**config.mk**
```make
export PLATFORM = sky130hd
export DESIGN_NAME = pulse_emitter_flat
export DESIGN_NICKNAME = d
export VERILOG_FILES = /design/src/rtl/pulse_emitter_if.sv /design/src/rtl/pulse_emitter.sv /design/src/flat_wrapper.sv
export SDC_FILE = /design/constraint.sdc
export NUM_CORES = 1
export LEC_CHECK = 0
export BUFFER_PORTS_ARGS = -buffer_cell sky130_fd_sc_hd__buf_2
export CORE_MARGIN = 2
export CORE_UTILIZATION = 60
export DETAILED_ROUTE_END_ITERATION = 10
export PLACE_DENSITY = 0.8
export SETUP_SLACK_MARGIN = 0.4
export SYNTH_ARGS = -nofsm -noshare
export SYNTH_HDL_FRONTEND = slang
export SYNTH_SLANG_ARGS = --single-unit
export TNS_END_PERCENT = 1
```
**constraint.sdc**
```tcl
create_clock -name clk -period 15.68 [get_ports clk]
set_input_delay 2.352 -clock clk [delete_from_list [all_inputs] [get_ports clk]]
set_output_delay 2.352 -clock clk [all_outputs]
set_load 0.005 [all_outputs]
```
**src/rtl/pulse_emitter_if.sv**
```systemverilog
// Frame handshake and pulse/strobe bundle between a frame source and pulse_emitter.
// Latency: none, this is wiring only.
// Backpressure: in_valid/in_ready handshake on the frame word; the pulse outputs are never stalled.
interface pulse_emitter_if #(
    parameter int CODE_W = 4,
    parameter int CODES  = 16,
    parameter int DUR_W  = 16
);
    logic                      in_valid;
    logic                      in_ready;
    logic [CODE_W*CODES-1:0]   in_data;
    logic                      pulse_out;
    logic                      next;
    logic [DUR_W-1:0]          duration;
    logic [3:0]                index;
    logic                      busy;
    logic                      done;

    // Frame source / consumer side
    modport master (
        output in_valid, in_data,
        input  in_ready, pulse_out, next, duration, index, busy, done
    );

    // Emitter side
    modport slave (
        input  in_valid, in_data,
        output in_ready, pulse_out, next, duration, index, busy, done
    );
endinterface

```
**src/rtl/pulse_emitter.sv**
```systemverilog
// Serialises a frame of pulse-type codes into timed high pulses with fixed low gaps, mirroring next/duration.
// Latency: first high cycle is the cycle after the accepting edge; frame = sum(len) + CODES*GAP_LEN cycles.
// Backpressure: in_ready low while a frame is in flight (PULSE_EMITTER_LOOP_EN: high during the final gap).
module pulse_emitter #(
    parameter int CODE_W   = 4,
    parameter int CODES    = 16,
    parameter int DUR_W    = 16,
    parameter int BASE_LEN = 3000,
    parameter int STEP_LEN = 500,
    parameter int GAP_LEN  = 1000   // must be >= 1
) (
    input  logic           clk,
    input  logic           rst,
    pulse_emitter_if.slave bus
);
    localparam int                FRAME_W  = CODE_W * CODES;
    localparam logic [3:0]        LAST_IDX = 4'(CODES - 1);
    localparam logic [DUR_W-1:0]  GAP_LAST = DUR_W'(GAP_LEN - 1);
    localparam logic [DUR_W-1:0]  ONE      = DUR_W'(1);

    typedef enum logic [1:0] {IDLE, HIGH, GAP} state_t;

    state_t              state;
    logic [DUR_W-1:0]    cnt;
    logic [FRAME_W-1:0]  word;
    logic                accept;
    logic [3:0]          nxt_idx;
    logic [CODE_W-1:0]   cur_code;
    logic [CODE_W-1:0]   nxt_code;

    // High length of a code; the width rule guarantees no overflow at DUR_W bits
    function automatic logic [DUR_W-1:0] pulse_len(input logic [CODE_W-1:0] code);
        return DUR_W'(BASE_LEN) + DUR_W'(code) * DUR_W'(STEP_LEN);
    endfunction

    assign accept  = bus.in_valid && bus.in_ready;
    assign nxt_idx = bus.index + 4'd1;

`ifdef PULSE_EMITTER_LOOP_EN
    logic [CODE_W-1:0] first_code;
`endif

    // Code currently being sent, the one after it, and the first code of a replayed frame
    always_comb begin
        cur_code = word[bus.index*CODE_W +: CODE_W];
        nxt_code = word[nxt_idx*CODE_W +: CODE_W];
`ifdef PULSE_EMITTER_LOOP_EN
        // A word accepted on the very last gap cycle must already drive the first pulse
        first_code = accept ? bus.in_data[CODE_W-1:0] : word[CODE_W-1:0];
`endif
    end

    // Sequencer: all outputs are registered; counters run len-1 .. 0 so high time equals duration
    always_ff @(posedge clk) begin
        if (rst) begin
            state         <= IDLE;
            cnt           <= '0;
            word          <= '0;
            bus.pulse_out <= 1'b0;
            bus.next      <= 1'b0;
            bus.duration  <= '0;
            bus.index     <= '0;
            bus.busy      <= 1'b0;
            bus.done      <= 1'b0;
            bus.in_ready  <= 1'b1;
        end else begin
            bus.next <= 1'b0;
            bus.done <= 1'b0;
            case (state)
                IDLE: begin
                    if (accept) begin
                        word          <= bus.in_data;
                        bus.index     <= '0;
                        cnt           <= pulse_len(bus.in_data[CODE_W-1:0]) - ONE;
                        state         <= HIGH;
                        bus.pulse_out <= 1'b1;
                        bus.busy      <= 1'b1;
                        bus.in_ready  <= 1'b0;
                    end
                end
                HIGH: begin
                    if (cnt == '0) begin
                        state         <= GAP;
                        bus.pulse_out <= 1'b0;
                        bus.next      <= 1'b1;
                        bus.duration  <= pulse_len(cur_code);
                        cnt           <= GAP_LAST;
`ifdef PULSE_EMITTER_LOOP_EN
                        // Open the replacement window for the whole final gap
                        if (bus.index == LAST_IDX) bus.in_ready <= 1'b1;
`endif
                    end else begin
                        cnt <= cnt - ONE;
                    end
                end
                GAP: begin
`ifdef PULSE_EMITTER_LOOP_EN
                    if (accept) word <= bus.in_data;
`endif
                    if (cnt == '0) begin
                        if (bus.index != LAST_IDX) begin
                            bus.index     <= nxt_idx;
                            cnt           <= pulse_len(nxt_code) - ONE;
                            state         <= HIGH;
                            bus.pulse_out <= 1'b1;
                        end else begin
`ifdef PULSE_EMITTER_LOOP_EN
                            // Replay (or start the replacement word) straight away
                            bus.index     <= '0;
                            cnt           <= pulse_len(first_code) - ONE;
                            state         <= HIGH;
                            bus.pulse_out <= 1'b1;
                            bus.done      <= 1'b1;
                            bus.in_ready  <= 1'b0;
`else
                            // index stays at the last position until the next frame starts
                            state         <= IDLE;
                            bus.busy      <= 1'b0;
                            bus.in_ready  <= 1'b1;
                            bus.done      <= 1'b1;
`endif
                        end
                    end else begin
                        cnt <= cnt - ONE;
                    end
                end
                default: state <= IDLE;
            endcase
        end
    end
endmodule

```
**src/flat_wrapper.sv**
```systemverilog
// flat-port wrapper written by rule: the top's interface ports become plain ports
module pulse_emitter_flat 
#(
    parameter int CODE_W   = 4,
    parameter int CODES    = 16,
    parameter int DUR_W    = 16,
    parameter int BASE_LEN = 3000,
    parameter int STEP_LEN = 500,
    parameter int GAP_LEN  = 1000                  
)
  (clk, rst, bus_in_valid, bus_in_data, bus_in_ready, bus_pulse_out, bus_next, bus_duration, bus_index, bus_busy, bus_done);
  pulse_emitter_if #(.CODE_W(CODE_W), .CODES(CODES), .DUR_W(DUR_W)) bus_i ();
  input  logic clk;
  input  logic rst;
  input wire logic [$bits(bus_i.in_valid)-1:0] bus_in_valid;
  input wire logic [$bits(bus_i.in_data)-1:0] bus_in_data;
  output wire logic [$bits(bus_i.in_ready)-1:0] bus_in_ready;
  output wire logic [$bits(bus_i.pulse_out)-1:0] bus_pulse_out;
  output wire logic [$bits(bus_i.next)-1:0] bus_next;
  output wire logic [$bits(bus_i.duration)-1:0] bus_duration;
  output wire logic [$bits(bus_i.index)-1:0] bus_index;
  output wire logic [$bits(bus_i.busy)-1:0] bus_busy;
  output wire logic [$bits(bus_i.done)-1:0] bus_done;
  assign bus_i.in_valid = bus_in_valid;
  assign bus_i.in_data = bus_in_data;
  assign bus_in_ready = bus_i.in_ready;
  assign bus_pulse_out = bus_i.pulse_out;
  assign bus_next = bus_i.next;
  assign bus_duration = bus_i.duration;
  assign bus_index = bus_i.index;
  assign bus_busy = bus_i.busy;
  assign bus_done = bus_i.done;
  pulse_emitter #(.CODE_W(CODE_W), .CODES(CODES), .DUR_W(DUR_W), .BASE_LEN(BASE_LEN), .STEP_LEN(STEP_LEN), .GAP_LEN(GAP_LEN)) u_core (.clk(clk), .rst(rst), .bus(bus_i));
endmodule
```
==> results.json <==
{
  "p_leak_nw": 3.69,
  "core.rowCount": 42,
  "power_switching_uw": 546,
  "postCtsSetupRepairBufs": 0,
  "worst_hold_path_type": "register to register",
  "boundaryPins": 92,
  "drc_errors": 0,
  "reg2reg_from": "u_core.bus.index[0]",
  "totalNegativeSetupSlack_ns": 0,
  "ys_seq_area_frac": 0.256,
  "endpoint": "u_core.cnt[13]",
  "power.density_nw_per_um2": 141,
  "clk_latency_ns": 0.37,
  "worst_setup_ep_type": "register",
  "totalPowerFinal_mw": 1.25,
  "place.detailed.instances": 1171,
  "postSynthCellCount": 952,
  "globalRoute.totalOverflow": 0,
  "synthMuxAreaShare": 0.119,
  "tritoncts": "yes",
  "worst_slew_pin_slew_ns": 1.07,
  "kind_of_critical_path": "register to register",
  "dp.final_hpwl_um": 14200,
  "dieWidth_um": 120,
  "floorplan.die_area_um2": 14400,
  "comb_power_share": 0.518,
  "synth_area_per_cell_um2": 8.46,
  "routed_wl_um": 19500,
  "synth-adder-area-share": 0.145,
  "crit_buf_inv": 3,
  "post_synth_and_or_nand_nor_area_fraction": 0.180,
  "syn2layout_area_growth_pct": 9.85,
  "ys.flop_type": "sky130_fd_sc_hd__dfxtp_1",
  "finalWeightedCongestion": 0.925,
  "grt_pass1_wl_um": 31900,
  "post_synth_edffs": 0,
  "timing.final.crit_share": 0.440,
  "cts-resized-gates": 0,
  "fin_cells": 1187,
  "synth_compound_area_frac": 0.173,
  "synth.top_cells.by_area": "sky130_fd_sc_hd__dfxtp_1, sky130_fd_sc_hd__mux4_2, sky130_fd_sc_hd__ha_1",
  "grt_pass1_vias": 6530,
  "timing.critical_path.slowest_stage_cell": "sky130_fd_sc_hd__dfxtp_2",
  "antenna_violations_before_repair": 0,
  "worst_setup_sp": "u_core.bus.index[0]",
  "buffer_cell_driving_the_clock_tree_root": "sky130_fd_sc_hd__clkbuf_16",
  "drt_iter0_drc": 478,
  "sw_frac_of_total": 0.437,
  "count_of_cells_along_the_worst_register_to_register_path": 18,
  "synth_top_area_cell": "sky130_fd_sc_hd__dfxtp_1",
  "share_clk_of_total_power": 0.194,
  "count_of_endpoints_failing_setup_in_the_final_report": 0,
  "drt-pass1-iter-count": 7,
  "grt_start_max_net_pins": 77,
  "floorplan.initialDensity": 0.611,
  "synth-warning-count": 0,
  "clock-sinks": 103,
  "hold_ws_ns": 0.448,
  "timing.reg2reg.setup_slack_ns": 8.78,
  "post_synth_xor_area_fraction": 0.0654,
  "core_region_area_um2": 13200,
  "avgViaCountPerCell": 5.95,
  "die_outline_height_um": 120,
  "vias": 7059,
  "mappedNetlistArea_um2": 8060,
  "most_frequent_cell_on_critical_path": "sky130_fd_sc_hd__inv_1",
  "cts-hold-fix-buffers": 0,
  "p_seq_frac": 0.288,
  "placement.io_buffers": 87,
  "wire_per_inst_um": 16.4,
  "cp_data_required_time_ns": 15.90,
  "slew-limit-headroom": 0.287,
  "synthArstFlopShare": 0,
  "htree_levels": 3,
  "endpoint_of_the_most_critical_register_to_register_path": "u_core.cnt[13]",
  "postSynthRegisterBits": 103,
  "cell_count_of_the_worst_hold_path": 2,
  "timing.critical_path.arrival_ns": 7.12,
  "crit_path_max_incr_delay_ns": 1.00,
  "layout.nets": 1153,
  "timing_hold_violations_final": 0,
  "cap_viol_max_count": 0,
  "grt_use_total": 0.279,
  "yosysUniqueCellTypes": 77,
  "drive_gt1_frac": 0.163,
  "worst_path_dominant_cell_family": "adder cells",
  "num_antenna_cells": 0,
  "cts.clk_slew.worst_paths_ns": 0.08,
  "timing.critical_path.depth": 18,
  "final-max-slew-violation-count": 0,
  "cp_cell_sequence": "ha_1 -> mux4_2 -> mux4_1 -> inv_1 -> fa_1 -> inv_1 -> fa_1 -> inv_1 -> ha_1 -> o21ai_0 -> o21ai_0 -> a21oi_1 -> or4b_2 -> a21oi_1 -> nor2_1 -> and4b_1 -> o211a_1 -> a311oi_1",
  "worstPathMaxFanout": 39,
  "main_combinational_cell_family_by_area_after_synthesis": "simple AND/OR/NAND/NOR gates",
  "finalWorstPathRequiredPeriod_ns": 6.90,
  "detail-route-antenna-nets": 0,
  "max-vdd-ir-drop_mv": 0.0921,
  "startpoint_type": "register",
  "status": "finished, final reports clean",
  "fmaxAchievable_mhz": 145,
  "post-synth-top-area-fraction": 0.256,
  "cts_max_path_buffers": 2,
  "final.setup_skew_ns": 0.0136,
  "cts_made_buffers": 9,
  "grt_setup_unrepaired": "false",
  "internal_power_uw": 703
}
-- cell usage in the layout, fill, tap and decap left out, types with 5 or more instances in the layout --
cell / instances
sky130_fd_sc_hd__a211oi_1: 12
sky130_fd_sc_hd__nor3b_1: 5
sky130_fd_sc_hd__and2_1: 5
sky130_fd_sc_hd__nor2_1: 54
sky130_fd_sc_hd__xor2_1: 18
sky130_fd_sc_hd__o21ai_0: 36
sky130_fd_sc_hd__a31oi_1: 5
sky130_fd_sc_hd__a21o_1: 5
sky130_fd_sc_hd__o211ai_1: 6
sky130_fd_sc_hd__a22oi_1: 5
sky130_fd_sc_hd__and3_1: 5
sky130_fd_sc_hd__dfxtp_1: 102
sky130_fd_sc_hd__fa_1: 21
sky130_fd_sc_hd__a21oi_1: 114
sky130_fd_sc_hd__mux2i_1: 8
sky130_fd_sc_hd__nand3_1: 12
sky130_fd_sc_hd__buf_2: 87
sky130_fd_sc_hd__nor3_1: 21
sky130_fd_sc_hd__inv_1: 68
sky130_fd_sc_hd__nand2_1: 171
sky130_fd_sc_hd__or3_1: 6
sky130_fd_sc_hd__clkbuf_16: 9
sky130_fd_sc_hd__mux4_2: 34
sky130_fd_sc_hd__xnor2_1: 28
sky130_fd_sc_hd__ha_1: 59
sky130_fd_sc_hd__nor2b_1: 10
sky130_fd_sc_hd__o21bai_1: 5
-- final cells by class --
type	count	area, µm²
Multi-Input combinational cell	732	5520
Fill cell	1089	4340
Sequential cell	103	2060
Timing Repair Buffer	90	458
Inverter	70	265
Clock buffer	9	225
Tap cell	176	220
Clock inverter	7	95.1
-- how the worst min path moves through the flow --
stage / from / to / slack [ns]
after floorplan: u_core.word[10] / u_core.word[10] / 0.44
after global placement: u_core.bus.duration[9] / u_core.bus.duration[9] / 0.44
after detailed placement: u_core.bus.duration[9] / u_core.bus.duration[9] / 0.44
after CTS: u_core.bus.duration[9] / u_core.bus.duration[9] / 0.45
after global routing: u_core.bus.duration[9] / u_core.bus.duration[9] / 0.47
final: u_core.bus.duration[9] / u_core.bus.duration[9] / 0.45
-- per-stage QoR --
| step | setup WS (ns) | utilization | cell area (µm²) |
|---|---|---|---|
| after detailed placement | 8.83 | 0.647 | 8530 |
| after global placement | 8.94 | 0.647 | 8530 |
| after floorplan | 9.70 | - | 8070 |
| final | 8.78 | 0.671 | 8850 |
| after global routing | 8.12 | 0.671 | 8850 |
| after CTS | 8.72 | 0.671 | 8850 |
-- power by group through the flow --
stage / logic, mW / clock network [mW] / registers (mW)
final: 0.647 / 0.242 / 0.359
after global placement: 0.618 / 0 / 0.361
after global routing: 0.721 / 0.255 / 0.364
after CTS: 0.641 / 0.245 / 0.357
after detailed placement: 0.633 / 0 / 0.362
after floorplan: 0.505 / 0 / 0.346
-- logic make-up (layout without fill, tap and decap cells) --
group           Yosys count  count (layout)
compound gates          227             227
xor+xnor                 51              51
other cells               1               4
simple gates            320             320
fa+ha+maj                81              81
flops                   103             103
buf+inv                 120             176
mux                      49              49
-- tightest hold or removal path: stages (launching register included) --
cell and delay (ns):
sky130_fd_sc_hd__dfxtp_1 0.31, sky130_fd_sc_hd__nand2_1 0.05, sky130_fd_sc_hd__a21oi_1 0.05
-- state kept, by name, indices dropped and copies added (netlist names) --
name                  cells
u_core.word              64
u_core.bus.duration      12
u_core.bus.done           1
u_core.bus.busy           1
u_core.cnt               16
u_core.state              2
u_core.bus.in_ready       1
u_core.bus.index          4
u_core.bus.pulse_out      1
u_core.bus.next           1
-- metal layers --
metal  wire, µm  vias to the layer above  track usage
met2       9220                      236        0.452
li1           -                     3452            -
met3        996                       42       0.0456
met1       8690                     3329        0.374
met5          0                        -            0
met4        621                        0        0.110
-- synth_stat cells (4+ instances only) --
master                       n
sky130_fd_sc_hd__nand3_1    13
sky130_fd_sc_hd__and3_1      6
sky130_fd_sc_hd__dfxtp_1   103
sky130_fd_sc_hd__o221ai_1    4
sky130_fd_sc_hd__mux2i_1     8
sky130_fd_sc_hd__a211oi_1   12
sky130_fd_sc_hd__nand2_1   171
sky130_fd_sc_hd__fa_1       21
sky130_fd_sc_hd__or2_2       4
sky130_fd_sc_hd__buf_1       7
sky130_fd_sc_hd__and2_1      5
sky130_fd_sc_hd__nor3_1     21
sky130_fd_sc_hd__ha_1       59
sky130_fd_sc_hd__inv_1      68
sky130_fd_sc_hd__a311oi_1    4
sky130_fd_sc_hd__mux4_2     34
sky130_fd_sc_hd__a21o_1      5
sky130_fd_sc_hd__a21oi_1   114
sky130_fd_sc_hd__a31oi_1     5
sky130_fd_sc_hd__xor2_1     18
sky130_fd_sc_hd__nor2_1     54
sky130_fd_sc_hd__xnor2_1    28
sky130_fd_sc_hd__a22oi_1     5
sky130_fd_sc_hd__nor4_1      4
sky130_fd_sc_hd__o21bai_1    5
sky130_fd_sc_hd__o211ai_1    6
sky130_fd_sc_hd__or3_1       6
sky130_fd_sc_hd__buf_4       5
sky130_fd_sc_hd__clkbuf_1   34
sky130_fd_sc_hd__o21ai_0    36
sky130_fd_sc_hd__nor3b_1     5
sky130_fd_sc_hd__nor2b_1    10
No activity file was read; power rests on OpenSTA's default activity.
